<file path="src/rtl/sc_max7219_rx_pkg.sv">
// sc_max7219_rx_pkg: register addresses and receiver state encoding shared with the transmitter.
package sc_max7219_rx_pkg;
  localparam logic [3:0] NOOP      = 4'h0;
  localparam logic [3:0] DIGIT0    = 4'h1;
  localparam logic [3:0] DIGIT1    = 4'h2;
  localparam logic [3:0] DIGIT2    = 4'h3;
  localparam logic [3:0] DIGIT3    = 4'h4;
  localparam logic [3:0] DIGIT4    = 4'h5;
  localparam logic [3:0] DIGIT5    = 4'h6;
  localparam logic [3:0] DIGIT6    = 4'h7;
  localparam logic [3:0] DIGIT7    = 4'h8;
  localparam logic [3:0] DECODE    = 4'h9;
  localparam logic [3:0] INTENSITY = 4'hA;
  localparam logic [3:0] SCANLIMIT = 4'hB;
  localparam logic [3:0] SHUTDOWN  = 4'hC;
  localparam logic [3:0] TEST      = 4'hF;

  typedef enum logic [1:0] {ST_IDLE = 2'd0, ST_SHIFT = 2'd1, ST_LATCH = 2'd2} state_t;

  function automatic logic is_digit(input logic [3:0] a);
    return (a >= DIGIT0) && (a <= DIGIT7);
  endfunction
endpackage

</file>
<file path="src/rtl/sc_max7219_rx_sync_edge.sv">
// sc_sync_edge: multi-stage synchronizer with rise/fall detection against one delayed copy.
module sc_sync_edge #(
  parameter int   STAGES = 2,
  parameter logic INIT   = 1'b0
) (
  input  logic i_clk,
  input  logic i_rst_n,
  input  logic i_d,
  output logic o_q,
  output logic o_rise,
  output logic o_fall
);
  logic [STAGES-1:0] r_sync;
  logic              r_prev;

  always_ff @(posedge i_clk or negedge i_rst_n) begin
    if (!i_rst_n) begin
      r_sync <= {STAGES{INIT}};
      r_prev <= INIT;
    end else begin
      r_sync <= (r_sync << 1) | STAGES'(i_d);
      r_prev <= r_sync[STAGES-1];
    end
  end

  assign o_q    = r_sync[STAGES-1];
  assign o_rise = o_q & ~r_prev;
  assign o_fall = ~o_q & r_prev;
endmodule

</file>
<file path="src/rtl/sc_max7219_rx.sv">
// sc_max7219_rx: MAX7219-compatible serial receiver with register file and daisy-chain output.
module sc_max7219_rx
  import sc_max7219_rx_pkg::*;
#(
  parameter int SYNC_STAGES = 2
) (
  input  logic       SC_MAX7219_RX_CLOCK_50,
  input  logic       SC_MAX7219_RX_RESET_InLow,
  input  logic       SC_MAX7219_RX_din_In,
  input  logic       SC_MAX7219_RX_clk_In,
  input  logic       SC_MAX7219_RX_ncs_In,
  input  logic [2:0] SC_MAX7219_RX_rowAddr_In,
  output logic [7:0] SC_MAX7219_RX_rowData_Out,
  output logic [3:0] SC_MAX7219_RX_intensity_Out,
  output logic [2:0] SC_MAX7219_RX_scanLimit_Out,
  output logic [7:0] SC_MAX7219_RX_decode_Out,
  output logic       SC_MAX7219_RX_shutdownN_Out,
  output logic       SC_MAX7219_RX_test_Out,
  output logic       SC_MAX7219_RX_frameValid_Out,
  output logic [3:0] SC_MAX7219_RX_frameAddr_Out,
  output logic [7:0] SC_MAX7219_RX_frameData_Out,
  output logic       SC_MAX7219_RX_frameErr_Out,
  output logic       SC_MAX7219_RX_dout_Out
);
  logic w_clk, w_rst_n;
  assign w_clk   = SC_MAX7219_RX_CLOCK_50;
  assign w_rst_n = SC_MAX7219_RX_RESET_InLow;

  logic w_din, w_din_rise, w_din_fall, w_clk_q, w_clk_rise, w_clk_fall, w_ncs_q, w_ncs_rise, w_ncs_fall;
  logic w_unused;
  assign w_unused = ^{w_din_rise, w_din_fall, w_clk_q};

  sc_sync_edge #(.STAGES(SYNC_STAGES), .INIT(1'b0)) u_din (
    .i_clk(w_clk), .i_rst_n(w_rst_n), .i_d(SC_MAX7219_RX_din_In),
    .o_q(w_din), .o_rise(w_din_rise), .o_fall(w_din_fall));
  sc_sync_edge #(.STAGES(SYNC_STAGES), .INIT(1'b0)) u_sclk (
    .i_clk(w_clk), .i_rst_n(w_rst_n), .i_d(SC_MAX7219_RX_clk_In),
    .o_q(w_clk_q), .o_rise(w_clk_rise), .o_fall(w_clk_fall));
  sc_sync_edge #(.STAGES(SYNC_STAGES), .INIT(1'b1)) u_ncs (
    .i_clk(w_clk), .i_rst_n(w_rst_n), .i_d(SC_MAX7219_RX_ncs_In),
    .o_q(w_ncs_q), .o_rise(w_ncs_rise), .o_fall(w_ncs_fall));

  state_t            r_state, w_state_nx;
  logic [15:0]       r_shift;
  logic [4:0]        r_cnt;
  logic              r_out, r_pend, r_dout, r_armed;
  logic [SYNC_STAGES:0] r_flush;
  logic              r_valid, r_err, r_shdn, r_test;
  logic [3:0]        r_faddr, r_intensity;
  logic [7:0]        r_fdata, r_decode;
  logic [2:0]        r_scan;
  logic [7:0]        r_digit [8];
  logic              w_clear, w_shift, w_latch, w_valid, w_err;
  logic [3:0]        w_addr;
  logic [7:0]        w_data;
  logic [2:0]        w_idx;

  always_ff @(posedge w_clk or negedge w_rst_n) begin
    if (!w_rst_n) r_state <= ST_IDLE;
    else r_state <= w_state_nx;
  end

  // A fall seen before the synchronizer has flushed and shown ncs high is a reset artifact.
  always_comb begin
    w_state_nx = (r_state == ST_IDLE)  ? ((w_ncs_fall & r_armed) ? ST_SHIFT : ST_IDLE) :
                 (r_state == ST_SHIFT) ? (w_ncs_rise ? ST_LATCH : ST_SHIFT) : ST_IDLE;
  end

  always_comb begin
    w_clear = (r_state == ST_IDLE) & w_ncs_fall & r_armed;
    w_shift = (r_state == ST_SHIFT) & w_clk_rise;
    w_latch = r_state == ST_LATCH;
    w_valid = w_latch & (r_cnt == 5'd16);
    w_err   = w_latch & (r_cnt != 5'd16);
  end

  assign w_addr = r_shift[11:8];
  assign w_data = r_shift[7:0];
  assign w_idx  = 3'(w_addr - 4'd1);

  always_ff @(posedge w_clk or negedge w_rst_n) begin
    if (!w_rst_n) begin
      r_shift     <= '0;
      r_cnt       <= '0;
      r_out       <= 1'b0;
      r_pend      <= 1'b0;
      r_dout      <= 1'b0;
      r_armed     <= 1'b0;
      r_flush     <= '0;
      r_valid     <= 1'b0;
      r_err       <= 1'b0;
      r_faddr     <= '0;
      r_fdata     <= '0;
      r_decode    <= '0;
      r_intensity <= '0;
      r_scan      <= '0;
      r_shdn      <= 1'b0;
      r_test      <= 1'b0;
      for (int i = 0; i < 8; i++) r_digit[i] <= '0;
    end else begin
      r_flush <= {r_flush[SYNC_STAGES-1:0], 1'b1};
      r_armed <= r_armed | (r_flush[SYNC_STAGES] & w_ncs_q);
      if (w_shift) begin
        r_shift <= {r_shift[14:0], w_din};
        r_out   <= r_shift[15];
      end
      r_pend <= w_shift | (r_pend & ~w_clk_fall);
      if (w_clk_fall & r_pend) r_dout <= r_out;
      r_cnt   <= w_clear ? '0 : (w_shift && r_cnt != 5'd16) ? r_cnt + 5'd1 : r_cnt;
      r_valid <= w_valid;
      r_err   <= w_err;
      if (w_valid) begin
        r_faddr <= w_addr;
        r_fdata <= w_data;
        if (is_digit(w_addr)) r_digit[w_idx] <= w_data;
        case (w_addr)
          DECODE:    r_decode    <= w_data;
          INTENSITY: r_intensity <= w_data[3:0];
          SCANLIMIT: r_scan      <= w_data[2:0];
          SHUTDOWN:  r_shdn      <= w_data[0];
          TEST:      r_test      <= w_data[0];
          default: ;
        endcase
      end
    end
  end

  assign SC_MAX7219_RX_rowData_Out    = r_digit[SC_MAX7219_RX_rowAddr_In];
  assign SC_MAX7219_RX_intensity_Out  = r_intensity;
  assign SC_MAX7219_RX_scanLimit_Out  = r_scan;
  assign SC_MAX7219_RX_decode_Out     = r_decode;
  assign SC_MAX7219_RX_shutdownN_Out  = r_shdn;
  assign SC_MAX7219_RX_test_Out       = r_test;
  assign SC_MAX7219_RX_frameValid_Out = r_valid;
  assign SC_MAX7219_RX_frameAddr_Out  = r_faddr;
  assign SC_MAX7219_RX_frameData_Out  = r_fdata;
  assign SC_MAX7219_RX_frameErr_Out   = r_err;
  assign SC_MAX7219_RX_dout_Out       = r_dout;
endmodule

</file>
<file path="config.mk">
export PLATFORM = sky130hd
export DESIGN_NAME = sc_max7219_rx
export DESIGN_NICKNAME = d
export VERILOG_FILES = /design/src/rtl/sc_max7219_rx_pkg.sv /design/src/rtl/sc_max7219_rx_sync_edge.sv /design/src/rtl/sc_max7219_rx.sv
export SDC_FILE = /design/constraint.sdc
export NUM_CORES = 1
export LEC_CHECK = 0
export ABC_CLOCK_PERIOD_IN_PS = 7110
export CAP_MARGIN = 20
export CORE_MARGIN = 1
export CORE_UTILIZATION = 60
export CTS_CLUSTER_SIZE = 14
export DETAILED_ROUTE_END_ITERATION = 6
export GPL_TIMING_DRIVEN = 0
export PLACE_DENSITY = 0.82
export SLEW_MARGIN = 15
export SYNTH_ARGS = -nofsm -noshare
export SYNTH_HDL_FRONTEND = slang
export SYNTH_HIERARCHICAL = 1
export SYNTH_SLANG_ARGS = --single-unit
</file>
<file path="constraint.sdc">
create_clock -name SC_MAX7219_RX_CLOCK_50 -period 7.11 [get_ports SC_MAX7219_RX_CLOCK_50]
set_clock_uncertainty 0.1 [all_clocks]
set_input_delay 0.711 -clock SC_MAX7219_RX_CLOCK_50 [delete_from_list [all_inputs] [get_ports SC_MAX7219_RX_CLOCK_50]]
set_output_delay 0.711 -clock SC_MAX7219_RX_CLOCK_50 [all_outputs]
set_load 0.01 [all_outputs]
</file>
==> flow_summary.ini, run 1 <==
[layout]
final_cells = 584
n_antenna_cell = 0
drive_above_1_share = 0.351
areaGrowthSynthToFinish_pct = 21.1
nets = 475

[routing]
drcViolationCount = 0
antenna_left = 0
routed_wl_mm = 11.9
dr.first_iter.drc_count = 141
num_vias = 3421
vias_per_cell = 5.86
routedWlPerCell_um = 20.4
dr.pass1.iters = 4

[global_routing]
antenna_found_initial = 0
overflow = 0
grt_pass1_vias = 3682
grt_start_max_net_pins = 81
grt_usage = 0.265
grt_pass1_wl_mm = 19.1

[clocking]
clockBufferDepth = 2
path_clk_slew_ps = 60
cts_tree = built
cts_max_level = 4
hold_buffers = 0
clk_latency_ps = 520
cts_resized = 0
post_cts_buffers = 0
clock_sinks = 133
root_buffer = clkbuf_8
numCtsBuffers = 17

[run]
maxCapViolCount = 0

[die]
die_h_um = 99.0
die_w_um = 99.0
num_rows = 35
dieArea_sq_mm = 0.00981
core_area_sq_mm = 0.00920
io_pins = 48
start_util = 0.614

[setup_path]
path_max_fanout = 10
worst-path-buf-inv = 3
cp.required_ps = 6300
crit_arrival_ps = 2990
cpPeakStageDelay_ps = 580
critical-path-top-delay-family = buffers and inverters
r2r_cells = 6
crit_cells = 5
timing_worst_setup_path_type = input port to primary output
crit_path_cell_trace = clkbuf_1, buf_2, mux4_2, mux2_2, clkdlybuf4s50_1
endpoint_kind = primary output
cp_slowest_cell = mux4_2
critPathLaunchType = input port

[pwr]
p_total_uw = 1800
p_leak_uw = 0.00329
irDropWorstVdd_mv = 0.185
power_density_mw_per_mm2 = 263

[logic_synthesis]
syn-num-nets = 411
syn_inst = 396
syn_avg_cell_area_sq_um = 14.3
yosysWarningCount = 6
synth.cell_area_sq_mm = 0.00565

[timing]
hold_violations = 0
setup_viol = 0
fin_crit_sh = 0.534
rsz0062_at_grt = false
setup_slack_ps = 3310
fin_crit_ps = 3800
tightest_slew_ps = 1110
slew_headroom = 0.255
timing.fmax_mhz = 263
setup_tns_ps = 0
slew_viol_final = 0

[status]
outcome = completed

[place]
place.gp.congestion = 0.786
dp_hpwl_mm = 7.49
port_buffers = 44
place_ws_ps = 3260
dp.cells = 552

[worst_hold_path]
hp-class = input port to asynchronous set/reset pin
through the flow:
step	hold WS (ps)	util	cell area, sq um
6_report	41.6	0.744	6840
5_1_grt	71.9	0.744	6840
4_1_cts	45.1	0.744	6840
3_5_place_dp	236	0.680	6260
3_3_place_gp	236	0.677	6230
2_1_floorplan	231	-	5650
cell type report:
cell class              instances  area (sq um)
inverters                       8          30.0
plain buffers                  21          90.1
multi-input cells             234          2200
flip-flops and latches        133          3330
fillers                       568          2350
clock inverters                12           129
repair buffers                 45           469
well taps                     111           139
clock buffers                  20           455
state kept, by name (all words and copies together) (netlist names), 2 cells and up:
signal and count:
SC_MAX7219_RX_decode_Out 8, SC_MAX7219_RX_frameAddr_Out 4, SC_MAX7219_RX_frameData_Out 8, SC_MAX7219_RX_intensity_Out 4, SC_MAX7219_RX_scanLimit_Out 3, r_cnt 5
r_digit 64, r_flush 3, r_shift 16, r_state 2, u_din/r_sync 2, u_ncs/r_sync 2
u_sclk/r_sync 2
power breakdown:
part | leakage, uW | switching (uW) | internal [uW] | total, uW
registers | 0.00182 | 29.3 | 786 | 816
logic | 0.00119 | 98.6 | 38.5 | 137
clock network | 0.000283 | 323 | 525 | 848
total | 0.00329 | 451 | 1350 | 1800
layout by cell type, fill, tap and decap left out, types with 3 or more instances in the layout:
cell type        instances
clkdlybuf4s50_1         43
clkbuf_8                 4
clkbuf_16               16
clkbuf_1                15
nand3_1                  7
nor2b_1                  3
inv_1                    8
mux4_2                  16
mux2_2                  97
nand2_1                 51
nor2_1                   7
buf_2                    3
o21ai_0                 12
clkinv_4                 3
clkinvlp_4               3
clkinv_2                 4
dfstp_2                  3
dfrtp_1                130
ha_1                     7
nand4_1                  4
path summary, 6_finish.rpt:
| path | startpoint | to | slack (ps) |
|---|---|---|---|
| max in group asynchronous | SC_MAX7219_RX_RESET_InLow | r_digit[55] | 6120 |
| worst min register to register | u_sclk/r_sync[0] | u_sclk/r_sync[1] | 250 |
| worst max-delay path | SC_MAX7219_RX_rowAddr_In[0] | SC_MAX7219_RX_rowData_Out[7] | 3310 |
| worst min-delay path | SC_MAX7219_RX_RESET_InLow | SC_MAX7219_RX_intensity_Out[1] | 40 |
| min in group SC_MAX7219_RX_CLOCK_50 | u_sclk/r_sync[0] | u_sclk/r_sync[1] | 250 |
| worst max register to register | r_shift[8] | r_digit[55] | 4120 |
layer usage:
layer  wire length (um)  GRT usage
met1               5160      0.342
met5                  0          0
met2               6150      0.444
met4                208     0.0930
met3                378     0.0603
Power figures use the tool's default switching activity.
==> run 2, diff against run 1 <==
- ABC_CLOCK_PERIOD_IN_PS: 7110 -> 3800
- CORE_UTILIZATION: 60 -> 57
- PLACE_DENSITY: 0.82 -> 0.79
- clock period: 7.11 -> 3.8 ns (I/O delays scaled with it)
==> run 2 against run 1 <==
Effect of this change: sequential share of layout area shrank 0.20 points; clock power increased by 85%; via count is 1.5% lower; utilization is 1.4 points lower; setup slack got worse by 2600 ps; register-to-register slack got worse by 3300 ps; cell count up 3.3%; non-clock buffer count increased by 1; combinational power increased by 91%; largest power group unchanged.
==> flow_summary.ini, run 2 (synthesized netlist as in run 1, its figures left out) <==
[clocking]
cts_max_level = 4
hold_buffers = 1
clk_latency_ps = 520
cts_tree = built
numCtsBuffers = 17
root_buffer = clkbuf_8
clockBufferDepth = 2
clock_sinks = 133
post_cts_buffers = 0
cts_resized = 0
path_clk_slew_ps = 60

[timing]
tightest_slew_ps = 1090
timing.fmax_mhz = 324
setup_viol = 0
hold_violations = 0
slew_headroom = 0.271
setup_tns_ps = 0
fin_crit_ps = 3090
slew_viol_final = 0
setup_slack_ps = 713
rsz0062_at_grt = false
fin_crit_sh = 0.812

[die]
core_area_sq_mm = 0.00942
start_util = 0.600
io_pins = 48
num_rows = 35
die_h_um = 102
die_w_um = 102
dieArea_sq_mm = 0.0103

[setup_path]
cp-endpoint = SC_MAX7219_RX_rowData_Out[2]
timing_worst_setup_path_type = input port to primary output
cp.required_ps = 3320
cpPeakStageDelay_ps = 580
cp-startpoint = SC_MAX7219_RX_rowAddr_In[0]
r2r-end = r_digit[54]
path_max_fanout = 10
reg2reg_from = r_shift[8]
r2r_slack_ps = 830
crit_path_cell_trace = clkbuf_1, buf_2, mux4_2, mux2_2, clkdlybuf4s50_1
cp_slowest_cell = mux4_2
r2r_cells = 6
critPathLaunchType = input port
crit_arrival_ps = 2610
endpoint_kind = primary output

[layout]
final_common_cell = dfrtp_1
areaGrowthSynthToFinish_pct = 21.6
n_antenna_cell = 0
post-route-util = 0.730
nets = 476
mostFrequentLayoutCells = 130 x dfrtp_1, 97 x mux2_2, 51 x nand2_1, 43 x clkdlybuf4s50_1, 18 x clkbuf_1
drive_above_1_share = 0.344
reg_top3 = r_digit (64), r_shift (16)
regMostFlops = r_digit
largest_reg_flops = 64

[global_routing]
antenna_found_initial = 0
grt_usage = 0.248
grt_pass1_wl_mm = 18.5
grt_pass1_vias = 3566
grt_start_max_net_pins = 79
overflow = 0

[routing]
dr.first_iter.drc_count = 126
antenna_left = 0
dr.pass1.iters = 4
routedWlPerCell_um = 18.4
vias_per_cell = 5.59
routed_wl_mm = 11.1
num_vias = 3368
drcViolationCount = 0

[pwr]
power_density_mw_per_mm2 = 489
p_leak_uw = 0.00329
irDropWorstVdd_mv = 0.355
p_total_uw = 3360

[place]
place.gp.congestion = 0.735
dp_hpwl_mm = 7.09
place_ws_ps = 671
port_buffers = 44

[run]
maxCapViolCount = 0

[worst_hold_path]
hp-class = input port to register

[status]
outcome = completed
## run 2: critical path, delay by kind of cell
kind	cells	cell delay (ps)
buffers and inverters	3	1360
muxes	2	860
## run 2: layout make-up
cell class / count / area [sq um]
repair buffers: 46 / 479
clock inverters: 8 / 98.8
clock buffers: 24 / 480
multi-input cells: 234 / 2200
flip-flops and latches: 133 / 3330
fillers: 612 / 2550
inverters: 8 / 30.0
well taps: 129 / 161
plain buffers: 21 / 90.1
## run 2: power breakdown
| part | leakage [uW] | switching (uW) | internal [uW] |
|---|---|---|---|
| logic | 0.00120 | 189 | 71.9 |
| clock network | 0.000281 | 571 | 1000 |
| registers | 0.00182 | 55.5 | 1470 |
## run 2: per-stage QoR
stage               hold slack (ps)  instances  instance area, sq um
floorplan                     -15.6        396                  5650
global placement                237        569                  6250
detailed placement              235        570                  6280
CTS                             158        603                  6870
global route                    143        603                  6870
finish                          175        603                  6870
## run 2: worst min path at each step
stage / depth (start not counted) / end / from
4_1_cts: 1 / u_ncs/r_sync[0] / SC_MAX7219_RX_ncs_In
5_1_grt: 1 / u_ncs/r_sync[0] / SC_MAX7219_RX_ncs_In
3_3_place_gp: 0 / r_flush[1] / r_flush[0]
2_1_floorplan: 0 / SC_MAX7219_RX_decode_Out[0] / SC_MAX7219_RX_RESET_InLow
3_5_place_dp: 0 / r_flush[1] / r_flush[0]
6_report: 1 / u_ncs/r_sync[0] / SC_MAX7219_RX_ncs_In
## run 2: per-layer routing
metal	up-vias	track usage	share of wire	wire, um
met5	-	0	0	0
met2	66	0.395	0.50	5520
met3	16	0.0807	0.041	450
met1	1762	0.321	0.44	4940
met4	0	0.0903	0.017	191
li1	1524	-	-	-
==> run 3, diff against run 2 <==
- ABC_CLOCK_PERIOD_IN_PS: 3800 -> 2500
- CORE_UTILIZATION: 57 -> 52
- PLACE_DENSITY: 0.79 -> 0.76
- clock period: 3.8 -> 2.5 ns (I/O delays scaled with it)
==> run 3 against run 2 <==
Effect of this change: register-to-register slack lost 760 ps; power grew 58%; sequential cell count is the same; critical path type is now register to primary output.
==> flow_summary.ini, run 3 (synthesized netlist as in run 1, its figures left out) <==
[status]
outcome = completed

[die]
io_pins = 48
core_area_sq_mm = 0.0104
start_util = 0.542
die_w_um = 106
num_rows = 37
dieArea_sq_mm = 0.0113
die_h_um = 106

[routing]
routedWlPerCell_um = 19.6
drcViolationCount = 0
routed_wl_mm = 12.1
vias_per_cell = 5.62
num_vias = 3468
antenna_left = 0
dr.first_iter.drc_count = 170
dr.pass1.iters = 6

[place]
port_buffers = 44
place.gp.congestion = 0.741
dp_hpwl_mm = 7.37

[clocking]
clockBufferDepth = 2
clk_latency_ps = 520
root_buffer = clkbuf_8
cts_max_level = 4
cts_tree = built
clock_sinks = 133
numCtsBuffers = 17
path_clk_slew_ps = 60

[worst_hold_path]
whs_path_depth = 1
hp-class = input port to register

[timing]
setup_viol = 0
tightest_slew_ps = 654
timing.fmax_mhz = 408
slew_headroom = 0.564
hold_slack_ps = 28.7
fin_crit_ps = 2450
fin_crit_sh = 0.981
slew_viol_final = 0
hold_violations = 0

[setup_path]
cp.required_ps = 2150
cp-endpoint = SC_MAX7219_RX_rowData_Out[2]
reg2reg_from = r_cnt[0]
critPathLaunchType = register
cp-startpoint = r_digit[2]
r2r_slack_ps = 70
timing_worst_setup_path_type = register to primary output
path_max_fanout = 2
r2r_cells = 8
crit_arrival_ps = 2100
endpoint_kind = primary output
r2r-end = r_digit[24]

[pwr]
p_leak_uw = 0.00345
power_density_mw_per_mm2 = 742
irDropWorstVdd_mv = 0.463

[layout]
nets = 483
regMostFlops = r_digit
post-route-util = 0.685
final_common_cell = dfrtp_1
areaGrowthSynthToFinish_pct = 26.3
largest_reg_flops = 64
mostFrequentLayoutCells = 130 x dfrtp_1, 97 x mux2_2, 51 x nand2_1, 36 x clkdlybuf4s50_1
n_antenna_cell = 0
drive_above_1_share = 0.374
fill_cells = 693
register_area_sq_mm = 0.00333
reg_top3 = r_digit (64), r_shift (16)
multi_input_area_sq_mm = 0.00226

[global_routing]
grt_usage = 0.242
grt_pass1_wl_mm = 20.0
grt_start_max_net_pins = 72
overflow = 0
antenna_found_initial = 0
grt_pass1_vias = 3757

[run]
maxCapViolCount = 0
run 3: layout make-up:
type / count / area share
tap: 136 / 0.0238
timing repair buffer: 54 / 0.0870
multi-input combinational: 234 / 0.317
buffer: 20 / 0.0144
inverter: 8 / 0.00473
clock buffer: 20 / 0.0610
sequential: 133 / 0.467
clock inverter: 12 / 0.0252
run 3: layer usage:
metal  wire length [um]  global-route usage  share of wire  vias to the layer above
met3                467              0.0509          0.039                       21
li1                   -                   -              -                     1539
met5                  0                   0              0                        -
met2               6310               0.399           0.52                       75
met4                195              0.0982          0.016                        0
met1               5110               0.313           0.42                     1833
run 3: power breakdown:
part / switching [uW] / internal, uW / total (uW)
combinational: 295 / 116 / 411
sequential: 85.7 / 2240 / 2320
clock: 915 / 1650 / 2560
total: 1300 / 4000 / 5290
run 3: worst min path at each step:
stage / startpoint / to
2_1_floorplan: SC_MAX7219_RX_RESET_InLow / SC_MAX7219_RX_decode_Out[0]
5_1_grt: SC_MAX7219_RX_ncs_In / u_ncs/r_sync[0]
4_1_cts: SC_MAX7219_RX_ncs_In / u_ncs/r_sync[0]
6_report: SC_MAX7219_RX_ncs_In / u_ncs/r_sync[0]
3_5_place_dp: SC_MAX7219_RX_RESET_InLow / SC_MAX7219_RX_decode_Out[6]
3_3_place_gp: u_din/r_sync[0] / u_din/r_sync[1]
run 3: stage by stage:
stage          total power (uW)  instance area, sq um  setup WS, ps  setup TNS, ps  instances
6_report                   5290                  7140          48.5              0        617
5_1_grt                    5490                  7140         -4.37          -9.98        617
4_1_cts                    5320                  7070          2.45              0        616
3_5_place_dp               2750                  6290          -450         -21360        577
3_3_place_gp               2720                  6260         -3850        -524380        576
2_1_floorplan              2560                  5650          66.8              0        396
run 3: timing repair:
action                                  4_1_cts  5_1_grt
endpoints found under the hold margin        67        0
buffers inserted                              6        2
gates cloned                                  0        0
hold buffers                                  1        0
pin swaps                                     5        4
endpoints found under the setup margin       72       66
resized for setup                            19        9
run 3: worst max-delay path, cell delays in order (launching register included):
cell	delay (ps)
dfrtp_1	370
mux4_2	470
mux2_2	270
clkdlybuf4s50_1	480
==> variant (settings of run 1) <==
Set the parameter `SYNC_STAGES` to 1 (it was 2).
--- a/src/rtl/sc_max7219_rx.sv
+++ b/src/rtl/sc_max7219_rx.sv
@@ -2,7 +2,7 @@
 module sc_max7219_rx
   import sc_max7219_rx_pkg::*;
 #(
-  parameter int SYNC_STAGES = 2
+  parameter int SYNC_STAGES = 1
 ) (
   input  logic       SC_MAX7219_RX_CLOCK_50,
   input  logic       SC_MAX7219_RX_RESET_InLow,
Check against the original RTL: not equivalent (Yosys sat finds a counterexample within 10 cycles, from zero or initial values and one cycle with SC_MAX7219_RX_RESET_InLow low).
==> variant against run 1 <==
The run now ends with design-rule violations left; synthesized area shrank 1.8%; die area down 1.7%; wire length down 0.26%; synthesized cell count down 1.0%; global-route usage up 1.1 points; sequential power decreased by 3.2%; register-to-register slack hardly changed; power is 0.99% lower; critical path depth stayed put; sequential cell count is 4 lower; design area down 1.5%; critical path type unchanged; count of clock-buffer cells in the layout is 1 higher; largest cell class unchanged; worst setup slack improved by 0.016 ns; critical endpoint is now SC_MAX7219_RX_rowData_Out[0].
==> variant: results (changes against run 1) <==
- Max Buffers Root-to-Sink: 2 (unchanged)
- Antenna violations before repair: 0 (unchanged)
- Slew of the pin with the lowest slew margin: 1.14 ns (was 1.11 ns)
- Met2 usage: 47.3% (was 44.4%)
- Layout cell share with drive strength beyond 1: 34.6% (was 35.1%)
- Violated checks: design-rule violations
- DRC Markers: 1 (was 0)
- Class of the worst hold path: input pin to asynchronous set/reset pin (unchanged)
- Syn nets: 407 (was 411)
- Status: finished, violations left (was complete, no violations)
- Total leakage power: 3.24 nW (was 3.29 nW)
- Routing usage on met1: 35.1% (was 34.2%)
- Slowest stage cell, crit path: mux4_2 (unchanged)
- Fillers: 520 (was 568)
- Setup bufs post-CTS: 0 (unchanged)
- Gr usage total: 27.6% (was 26.5%)
- Port Buffers: 44 (unchanged)
- CP top delay family: buffers and inverters (unchanged)
- Crit-path max cell delay: 0.58 ns (about the same)
- Vias: 3423 (was 3421)
- Worst-path clk slew: 0.06 ns (about the same)
- Total clock network power: 856 uW (was 848 uW)
- GPL Wtd Cong: 0.750 (was 0.786)
- Ant diodes: 0 (unchanged)
- CTS Buf Count: 17 (unchanged)
- CP arrival: 2.97 ns (was 2.99 ns)
- Seq pwr share: 44.3% (was 45.3%)
- Warnings from Yosys: 6 (unchanged)
- GRT met3 Usage: 6.08% (was 6.03%)
- Internal power: 1.35 mW (about the same)
- Peak supply drop: 177 uV (was 185 uV)
- # resized after CTS: 0 (unchanged)
- Post-DP HPWL: 7240 um (was 7490 um)
- Starting DRC count in detailed routing: 156 (was 141)
- WL/cell: 20.6 um (was 20.4 um)
- Final Hold Fails: 0 (unchanged)
- Clock root buffer: clkbuf_8 (unchanged)
- Net count, final: 471 (was 475)
- Vias in the first global route: 3680 (was 3682)
- Maximum number of pins on one net before global-route repair: 82 (was 81)
- Worst-Skew Late Latency: 0.51 ns
- First-pass GRT wire length: 19600 um (was 19100 um)
- 1st-pass router iterations: 7 (was 4)
- Crit-path max FO: 10 (unchanged)
- Biggest regs: r_digit: 64 flops, r_shift: 16 flops (unchanged)
- H-tree levels: 4 (unchanged)
- Reg2Reg Setup Slack: 4.11 ns (was 4.12 ns)
-- variant: worst register-to-register path: stages, from the launching register on --
cell and delay (ns):
dfrtp_1 0.37, buf_2 0.26, inv_1 0.21, ha_1 0.51, nand4_1 0.14, nor2_1 0.88
mux2_2 0.43
-- variant: area by class of cell --
cell class / instances / area share, %
clock buffer: 21 / 6.67
clock inverter: 10 / 2.01
multi-input combinational: 234 / 32.6
tap: 108 / 2.01
buffer: 21 / 1.34
sequential: 129 / 48.0
timing repair buffer: 45 / 6.97
inverter: 8 / 0.446
-- variant: path summary, 6_finish.rpt --
check	depth (start not counted)	from	end
min in group SC_MAX7219_RX_CLOCK_50	0	r_flush[0]	r_flush[1]
worst max-delay path	5	SC_MAX7219_RX_rowAddr_In[0]	SC_MAX7219_RX_rowData_Out[0]
worst min-delay path	1	SC_MAX7219_RX_RESET_InLow	SC_MAX7219_RX_intensity_Out[0]
worst min register to register	0	r_flush[0]	r_flush[1]
max in group asynchronous	2	SC_MAX7219_RX_RESET_InLow	r_digit[8]
worst max register to register	6	r_shift[8]	r_digit[48]
-- variant: through the flow --
stage | setup slack [ns] | total power, mW | hold slack, ns | cells | cell area, um^2
2_1_floorplan | 4.06 | 0.875 | 0.231 | 392 | 5550
3_3_place_gp | 0.440 | 0.928 | 0.239 | 544 | 6120
3_5_place_dp | 3.32 | 0.937 | 0.241 | 545 | 6150
4_1_cts | 3.28 | 1.79 | 0.0342 | 576 | 6740
5_1_grt | 3.13 | 1.84 | 0.0527 | 576 | 6740
6_report | 3.33 | 1.78 | 0.0262 | 576 | 6740
-- variant: layer usage --
layer / share of wire [%] / up-vias
li1: - / 1511
met1: 42 / 1802
met2: 53 / 90
met3: 3.2 / 20
met4: 1.8 / 0
met5: 0 / -
